## config.mk

```make
export PLATFORM = sky130hd
export DESIGN_NAME = unidad_control_flat
export DESIGN_NICKNAME = d
export VERILOG_FILES = /design/src/rtl/paquete_control.sv /design/src/rtl/unidad_control_if.sv /design/src/rtl/decodificador_control.sv /design/src/rtl/unidad_control.sv /design/src/flat_wrapper.sv
export SDC_FILE = /design/constraint.sdc
export NUM_CORES = 1
export LEC_CHECK = 0
export ABC_AREA = 1
export ABC_CLOCK_PERIOD_IN_PS = 2050
export CAP_MARGIN = 5
export CORE_MARGIN = 10
export CORE_UTILIZATION = 41
export CTS_CLUSTER_DIAMETER = 50
export DETAILED_ROUTE_END_ITERATION = 7
export GPL_TIMING_DRIVEN = 0
export MAX_ROUTING_LAYER = met4
export PLACE_DENSITY = 0.87
export SETUP_SLACK_MARGIN = 0.2
export SYNTH_ARGS = -nofsm -noshare
export SYNTH_HDL_FRONTEND = slang
export SYNTH_SLANG_ARGS = --single-unit
```

## constraint.sdc

```tcl
create_clock -name clk -period 2.05 [get_ports clk]
set_clock_uncertainty 0.05 [all_clocks]
set_input_delay 0.3075 -clock clk [delete_from_list [all_inputs] [get_ports clk]]
set_output_delay 0.3075 -clock clk [all_outputs]
set_load 0.05 [all_outputs]
```

## src/rtl/paquete_control.sv

```systemverilog
// Shared definitions for the control unit: opcodes, T-state encodings and control-word layout.
package paquete_control;

    localparam int unsigned OPCODE_W = 4;
    localparam int unsigned ESTADO_W = 3;

    typedef enum logic [ESTADO_W-1:0] {
        T1   = 3'd0,
        T2   = 3'd1,
        T3   = 3'd2,
        T4   = 3'd3,
        T5   = 3'd4,
        HALT = 3'd7
    } estado_t;

    localparam logic [OPCODE_W-1:0] OP_NOP = 4'h0;
    localparam logic [OPCODE_W-1:0] OP_LDA = 4'h1;
    localparam logic [OPCODE_W-1:0] OP_ADD = 4'h2;
    localparam logic [OPCODE_W-1:0] OP_SUB = 4'h3;
    localparam logic [OPCODE_W-1:0] OP_STA = 4'h4;
    localparam logic [OPCODE_W-1:0] OP_LDI = 4'h5;
    localparam logic [OPCODE_W-1:0] OP_JMP = 4'h6;
    localparam logic [OPCODE_W-1:0] OP_JC  = 4'h7;
    localparam logic [OPCODE_W-1:0] OP_JZ  = 4'h8;
    localparam logic [OPCODE_W-1:0] OP_OUT = 4'hE;
    localparam logic [OPCODE_W-1:0] OP_HLT = 4'hF;

    // Control-word bit positions, shared by the datapath and the bench.
    localparam int unsigned CW_PC_LOAD   = 0;
    localparam int unsigned CW_PC_SAVE   = 1;
    localparam int unsigned CW_PC_INC    = 2;
    localparam int unsigned CW_MAR_SAVE  = 3;
    localparam int unsigned CW_RAM_LOAD  = 4;
    localparam int unsigned CW_RAM_SAVE  = 5;
    localparam int unsigned CW_IR_LOAD   = 6;
    localparam int unsigned CW_IR_SAVE   = 7;
    localparam int unsigned CW_A_LOAD    = 8;
    localparam int unsigned CW_A_SAVE    = 9;
    localparam int unsigned CW_B_SAVE    = 10;
    localparam int unsigned CW_ALU_LOAD  = 11;
    localparam int unsigned CW_ALU_RESTA = 12;
    localparam int unsigned CW_OUT_SAVE  = 13;
    localparam int unsigned CW_INSTR_FIN = 14;
    localparam int unsigned CW_HALT      = 15;
    localparam int unsigned CW_W         = 16;

    typedef logic [CW_W-1:0] cw_t;

    // Last T-state that carries strobes for a given opcode.
    function automatic estado_t ultimo_paso(input logic [OPCODE_W-1:0] op);
        estado_t r;
        case (op)
            OP_LDA, OP_STA: r = T4;
            OP_ADD, OP_SUB: r = T5;
            default:        r = T3;
        endcase
        return r;
    endfunction

endpackage

```

## src/rtl/unidad_control_if.sv

```systemverilog
// Control-unit bundle: IR/ALU status in, register strobes and status out.
interface unidad_control_if;
    import paquete_control::*;

    logic                ejecutar;
    logic [OPCODE_W-1:0] opcode;
    logic                flag_cero;
    logic                flag_acarreo;

    logic pc_load, pc_save, pc_inc;
    logic mar_save;
    logic ram_load, ram_save;
    logic ir_load, ir_save;
    logic a_load, a_save;
    logic b_save;
    logic alu_load, alu_resta;
    logic out_save;
    logic instr_fin;
    logic halt;
    logic [ESTADO_W-1:0] estado;

    modport master (
        input  ejecutar, opcode, flag_cero, flag_acarreo,
        output pc_load, pc_save, pc_inc, mar_save, ram_load, ram_save,
               ir_load, ir_save, a_load, a_save, b_save, alu_load, alu_resta,
               out_save, instr_fin, halt, estado
    );

    modport slave (
        output ejecutar, opcode, flag_cero, flag_acarreo,
        input  pc_load, pc_save, pc_inc, mar_save, ram_load, ram_save,
               ir_load, ir_save, a_load, a_save, b_save, alu_load, alu_resta,
               out_save, instr_fin, halt, estado
    );

endinterface

```

## src/rtl/decodificador_control.sv

```systemverilog
// Combinational microcode: (T-state, opcode, flags) -> control word.
module decodificador_control
    import paquete_control::*;
#(
    parameter bit CICLOS_FIJOS = 1'b0
) (
    input  estado_t             estado_i,
    input  logic                ejecutar_i,
    input  logic [OPCODE_W-1:0] opcode_i,
    input  logic                flag_cero_i,
    input  logic                flag_acarreo_i,
    output cw_t                 cw_o
);

    // Strobes for the current step plus end-of-instruction marker.
    always_comb begin
        cw_o = '0;
        case (estado_i)
            T1: begin
                cw_o[CW_PC_LOAD]  = ejecutar_i;
                cw_o[CW_MAR_SAVE] = ejecutar_i;
            end
            T2: begin
                cw_o[CW_RAM_LOAD] = 1'b1;
                cw_o[CW_IR_SAVE]  = 1'b1;
                cw_o[CW_PC_INC]   = 1'b1;
            end
            T3: begin
                case (opcode_i)
                    OP_LDA, OP_ADD, OP_SUB, OP_STA: begin
                        cw_o[CW_IR_LOAD]  = 1'b1;
                        cw_o[CW_MAR_SAVE] = 1'b1;
                    end
                    OP_LDI: begin
                        cw_o[CW_IR_LOAD] = 1'b1;
                        cw_o[CW_A_SAVE]  = 1'b1;
                    end
                    OP_JMP: begin
                        cw_o[CW_IR_LOAD] = 1'b1;
                        cw_o[CW_PC_SAVE] = 1'b1;
                    end
                    OP_JC: begin
                        cw_o[CW_IR_LOAD] = 1'b1;
                        cw_o[CW_PC_SAVE] = flag_acarreo_i;
                    end
                    OP_JZ: begin
                        cw_o[CW_IR_LOAD] = 1'b1;
                        cw_o[CW_PC_SAVE] = flag_cero_i;
                    end
                    OP_OUT: begin
                        cw_o[CW_A_LOAD]   = 1'b1;
                        cw_o[CW_OUT_SAVE] = 1'b1;
                    end
                    OP_HLT:  cw_o[CW_HALT] = 1'b1;
                    default: ;
                endcase
            end
            T4: begin
                case (opcode_i)
                    OP_LDA: begin
                        cw_o[CW_RAM_LOAD] = 1'b1;
                        cw_o[CW_A_SAVE]   = 1'b1;
                    end
                    OP_ADD, OP_SUB: begin
                        cw_o[CW_RAM_LOAD]  = 1'b1;
                        cw_o[CW_B_SAVE]    = 1'b1;
                        cw_o[CW_ALU_RESTA] = (opcode_i == OP_SUB);
                    end
                    OP_STA: begin
                        cw_o[CW_A_LOAD]   = 1'b1;
                        cw_o[CW_RAM_SAVE] = 1'b1;
                    end
                    default: ;
                endcase
            end
            T5: begin
                if (opcode_i == OP_ADD || opcode_i == OP_SUB) begin
                    cw_o[CW_ALU_LOAD]  = 1'b1;
                    cw_o[CW_A_SAVE]    = 1'b1;
                    cw_o[CW_ALU_RESTA] = (opcode_i == OP_SUB);
                end
            end
            default: cw_o[CW_HALT] = 1'b1;
        endcase

        // Fixed-length mode pads every instruction out to T5; HLT never ends normally.
        if ((estado_i == T3 || estado_i == T4 || estado_i == T5) && opcode_i != OP_HLT) begin
            if (CICLOS_FIJOS)
                cw_o[CW_INSTR_FIN] = (estado_i == T5);
            else
                cw_o[CW_INSTR_FIN] = (estado_i == ultimo_paso(opcode_i));
        end
    end

endmodule

```

## src/rtl/unidad_control.sv

```systemverilog
// T-state sequencer for the 8-bit bus datapath: state register, next-state logic, reset gating.
module unidad_control
    import paquete_control::*;
#(
    parameter bit CICLOS_FIJOS = 1'b0
) (
    input  logic              clk,
    input  logic              reset,
    unidad_control_if.master  bus
);

    estado_t estado_q, estado_d;
    cw_t     cw;
    cw_t     ctrl_c;

    decodificador_control #(
        .CICLOS_FIJOS (CICLOS_FIJOS)
    ) u_dec (
        .estado_i       (estado_q),
        .ejecutar_i     (bus.ejecutar),
        .opcode_i       (bus.opcode),
        .flag_cero_i    (bus.flag_cero),
        .flag_acarreo_i (bus.flag_acarreo),
        .cw_o           (cw)
    );

    // Advance through T-states; HLT parks in HALT, end-of-instruction returns to T1.
    always_comb begin
        estado_d = estado_q;
        case (estado_q)
            T1:         if (bus.ejecutar) estado_d = T2;
            T2:         estado_d = T3;
            T3, T4, T5: begin
                if (cw[CW_HALT])
                    estado_d = HALT;
                else if (cw[CW_INSTR_FIN])
                    estado_d = T1;
                else
                    estado_d = estado_t'(estado_q + 3'd1);
            end
            HALT:       estado_d = HALT;
            default:    estado_d = T1;
        endcase
    end

    // State register with synchronous reset.
    always_ff @(posedge clk) begin
        if (reset)
            estado_q <= T1;
        else
            estado_q <= estado_d;
    end

    // No strobe may reach the datapath while reset is held.
    assign ctrl_c = reset ? '0 : cw;

    assign bus.pc_load   = ctrl_c[CW_PC_LOAD];
    assign bus.pc_save   = ctrl_c[CW_PC_SAVE];
    assign bus.pc_inc    = ctrl_c[CW_PC_INC];
    assign bus.mar_save  = ctrl_c[CW_MAR_SAVE];
    assign bus.ram_load  = ctrl_c[CW_RAM_LOAD];
    assign bus.ram_save  = ctrl_c[CW_RAM_SAVE];
    assign bus.ir_load   = ctrl_c[CW_IR_LOAD];
    assign bus.ir_save   = ctrl_c[CW_IR_SAVE];
    assign bus.a_load    = ctrl_c[CW_A_LOAD];
    assign bus.a_save    = ctrl_c[CW_A_SAVE];
    assign bus.b_save    = ctrl_c[CW_B_SAVE];
    assign bus.alu_load  = ctrl_c[CW_ALU_LOAD];
    assign bus.alu_resta = ctrl_c[CW_ALU_RESTA];
    assign bus.out_save  = ctrl_c[CW_OUT_SAVE];
    assign bus.instr_fin = ctrl_c[CW_INSTR_FIN];
    assign bus.halt      = ctrl_c[CW_HALT];
    assign bus.estado    = estado_q;

    // Single bus driver per cycle.
    a_bus_unico: assert property (@(posedge clk) disable iff (reset)
        $onehot0({bus.pc_load, bus.ram_load, bus.ir_load, bus.a_load, bus.alu_load}));

    // A jump and an increment never compete for the PC.
    a_pc_unico: assert property (@(posedge clk) !(bus.pc_save && bus.pc_inc));

    // Only reset leaves HALT.
    a_halt_fijo: assert property (@(posedge clk)
        (estado_q == HALT && !reset) |=> (estado_q == HALT));

endmodule
```

## src/flat_wrapper.sv

```systemverilog
// flat-port wrapper written by rule: the top's interface ports become plain ports
module unidad_control_flat import paquete_control::*;
#(
    parameter bit CICLOS_FIJOS = 1'b0
)
  (clk, reset, bus_ejecutar, bus_opcode, bus_flag_cero, bus_flag_acarreo, bus_pc_load, bus_pc_save, bus_pc_inc, bus_mar_save, bus_ram_load, bus_ram_save, bus_ir_load, bus_ir_save, bus_a_load, bus_a_save, bus_b_save, bus_alu_load, bus_alu_resta, bus_out_save, bus_instr_fin, bus_halt, bus_estado);
  unidad_control_if bus_i ();
  input  logic clk;
  input  logic reset;
  input wire logic [$bits(bus_i.ejecutar)-1:0] bus_ejecutar;
  input wire logic [$bits(bus_i.opcode)-1:0] bus_opcode;
  input wire logic [$bits(bus_i.flag_cero)-1:0] bus_flag_cero;
  input wire logic [$bits(bus_i.flag_acarreo)-1:0] bus_flag_acarreo;
  output wire logic [$bits(bus_i.pc_load)-1:0] bus_pc_load;
  output wire logic [$bits(bus_i.pc_save)-1:0] bus_pc_save;
  output wire logic [$bits(bus_i.pc_inc)-1:0] bus_pc_inc;
  output wire logic [$bits(bus_i.mar_save)-1:0] bus_mar_save;
  output wire logic [$bits(bus_i.ram_load)-1:0] bus_ram_load;
  output wire logic [$bits(bus_i.ram_save)-1:0] bus_ram_save;
  output wire logic [$bits(bus_i.ir_load)-1:0] bus_ir_load;
  output wire logic [$bits(bus_i.ir_save)-1:0] bus_ir_save;
  output wire logic [$bits(bus_i.a_load)-1:0] bus_a_load;
  output wire logic [$bits(bus_i.a_save)-1:0] bus_a_save;
  output wire logic [$bits(bus_i.b_save)-1:0] bus_b_save;
  output wire logic [$bits(bus_i.alu_load)-1:0] bus_alu_load;
  output wire logic [$bits(bus_i.alu_resta)-1:0] bus_alu_resta;
  output wire logic [$bits(bus_i.out_save)-1:0] bus_out_save;
  output wire logic [$bits(bus_i.instr_fin)-1:0] bus_instr_fin;
  output wire logic [$bits(bus_i.halt)-1:0] bus_halt;
  output wire logic [$bits(bus_i.estado)-1:0] bus_estado;
  assign bus_i.ejecutar = bus_ejecutar;
  assign bus_i.opcode = bus_opcode;
  assign bus_i.flag_cero = bus_flag_cero;
  assign bus_i.flag_acarreo = bus_flag_acarreo;
  assign bus_pc_load = bus_i.pc_load;
  assign bus_pc_save = bus_i.pc_save;
  assign bus_pc_inc = bus_i.pc_inc;
  assign bus_mar_save = bus_i.mar_save;
  assign bus_ram_load = bus_i.ram_load;
  assign bus_ram_save = bus_i.ram_save;
  assign bus_ir_load = bus_i.ir_load;
  assign bus_ir_save = bus_i.ir_save;
  assign bus_a_load = bus_i.a_load;
  assign bus_a_save = bus_i.a_save;
  assign bus_b_save = bus_i.b_save;
  assign bus_alu_load = bus_i.alu_load;
  assign bus_alu_resta = bus_i.alu_resta;
  assign bus_out_save = bus_i.out_save;
  assign bus_instr_fin = bus_i.instr_fin;
  assign bus_halt = bus_i.halt;
  assign bus_estado = bus_i.estado;
  unidad_control #(.CICLOS_FIJOS(CICLOS_FIJOS)) u_core (.clk(clk), .reset(reset), .bus(bus_i));
endmodule
```

==> metrics <==
nets between 150 and 200; Placer Congestion 0.9179; Post-synth EDFFs 0; number of buffers created by CTS 3; Worst-Skew Late Latency 240 ps; Min Hold Slack approximately 670 ps; flops & latches, synth 3; largest area contributor in the netlist nand2_1; CTS Hold Bufs 0; Mapped Area 620.6 µm²; failing checks negative setup slack; Reg clk slew, reported paths 40 ps; syn nets around 130; final setup margin -66.65 ps; reg2reg path depth 15; Global Route Usage Sum 16.06%; max reg flops 3; most frequent cells in the layout nand2_1 (28), buf_4 (15), nor2_2 (10); ys flop type dfxtp_1; Clock Power Share 8.7%; # diodes 0; Pins Over Slew Limit 0; fmax 472.4 MHz; die height 58.91 µm; largest net degree at the start of global routing 11; fin cells 170; Vias 1078; vias in the first global route 911; FP Rows 13; HP Class reg2reg; I/O pin cnt 28; Pleak 0.6093 nW; worst setup path class in2reg; Cells after Synth 113; Peak VDD IR 0.9915 mV; worst path arrival time roughly 2200 ps; Tot Pwr 0.001277 W; RSZ-0062 raised after global routing true; first-pass GRT wire length 4.388 mm; status complete, but fails checks; type of origin of the critical path input port; DRT Wirelength 3.649 mm; Die Wd 58.91 µm; commonest non-fill, non-tap cell in the layout nand2_1; Sequential Power Share just over 10%; largest cells by area after synthesis nand2_1 (19%), ha_1 (12%), dfxtp_1 (9.7%); Hold Path Depth 3; Syn. warnings 0; worst-margin pin slew around 520 ps; DRT Pass-1 Iters 5; Hold Fails Final Rpt 0; final setup violation count 3; Initial Util 45.42%; Vias/cell about 6.3; Setup crit end kind flip-flop; Multi-input gate area slightly below 700 µm²; Final min period ~2100 ps; hpwl dp around 1.8 mm; Final period util 103.3%; ANT nets after route 0; fillers 50; CTS tree done; top cell type's share of synthesized area 19.35%; DIE AREA 0.003470 mm²; Setup TNS Final -160.6 ps; IO buf count 26; Netlist cell types 21; H-tree depth 1; FF/Latch Area 71.32 µm²; internal power approximately 0.00053 W; CTS sink count 3; pwr dens 1015 mW/mm²; initial antenna violation count 0; Switching Share about three fifths; max_cap viols 0; Max FO, Critical Path 5; Root Buffer clkbuf_4; GRT overflow 0; Async S/R FF share, synth 0%; Core Util, Final 92.12%; Syn Area/Cell between 5 and 6 µm²; slew margin rel. 65.57%; P&R area growth vs syn 102.8%; Psw 0.0007434 W; number of remaining DRC errors 0; Max Buffers Root-to-Sink 2; worst path required time between 2000 and 2500 ps; Placed Instances 154; core area 0.001366 mm²; combinational power share 81.0%; post-DR wirelength/cell about 21 µm; layout cells sized above 1 between 50 and 60%; sequential area share after synthesis 9.677%; Starting DRT DRC Count 98
cells in the mapped netlist (2+ instances only):
cell type and instances:
nand2_1 32, nor2_2 5, o22ai_1 2, dfxtp_1 3, a21oi_1 8, inv_1 13
nand3_1 4, nor2_1 16, inv_2 2, o21ai_0 4, nand2_2 7, nand4_1 3
ha_1 6
worst max-delay path, cell delays in order:
cell and delay [ps]:
dlygate4sd2_1 340, inv_2 90, nor2_1 260, nand2_2 140, nand2_2 90, nand2_1 50, nand2_1 70, nor2_2 40
nand2_2 80, buf_4 120, buf_6 100, nand2_1 60, nand3_1 100, nand2_1 90, a21oi_1 240
kinds of logic after synthesis:
logic type	after synthesis	synth area share, %
buffers and inverters	18	12.70
DFF	3	9.678
adders and majority gates	6	12.10
and+or+nand+nor	68	48.99
AOI/OAI and AO/OA	18	16.53
stage by stage:
step	worst slack [ps]	area (µm²)
after floorplan	129.2	729.5
after global placement	-783.1	1008
final	-66.65	1259
after detailed placement	-840.1	1008
after CTS	53.27	1106
after global routing	-209.6	1259
final cells by class:
class	count	area share, %
inverters	15	5.070
repair buffers	38	28.53
clock buffers	4	2.087
flip-flops and latches	3	5.666
plain buffers	3	2.087
multi-input cells	92	55.07
well taps	15	1.491
routing by layer:
metal  track usage [%]  vias to the layer above  wire length (µm)
met5                 -                        -                 0
met4             6.230                        0               213
met3             3.004                       35               400
met2             28.38                      101              1752
li1                  -                      452                 -
met1             17.11                      490              1282
final timing paths:
path / from / end / slack, ps
setup / recovery: bus_opcode[0] / u_core.bus.estado[0] / -70
hold / removal: u_core.bus.estado[1] / u_core.bus.estado[1] / 670
setup reg to reg: u_core.bus.estado[0] / u_core.bus.estado[0] / -60
hold reg to reg: u_core.bus.estado[1] / u_core.bus.estado[1] / 670
power by group through the flow:
stage | combinational [W] | clock [W] | sequential (W)
after floorplan | 0.000469 | 0 | 0.000181
after global placement | 0.000697 | 0 | 0.000133
after detailed placement | 0.000712 | 0 | 0.000133
after CTS | 0.000832 | 0.000103 | 0.000127
after global routing | 0.00108 | 0.000117 | 0.000131
final | 0.00103 | 0.000112 | 0.000131
what timing repair did:
item | 4_1_cts | 5_1_grt
gates cloned | 0 | 0
gates resized for setup | 117 | 33
setup buffers | 6 | 6
endpoints found under the setup margin | 19 | 22
pin swaps | 9 | 12
(Power assumes the default switching activity.)
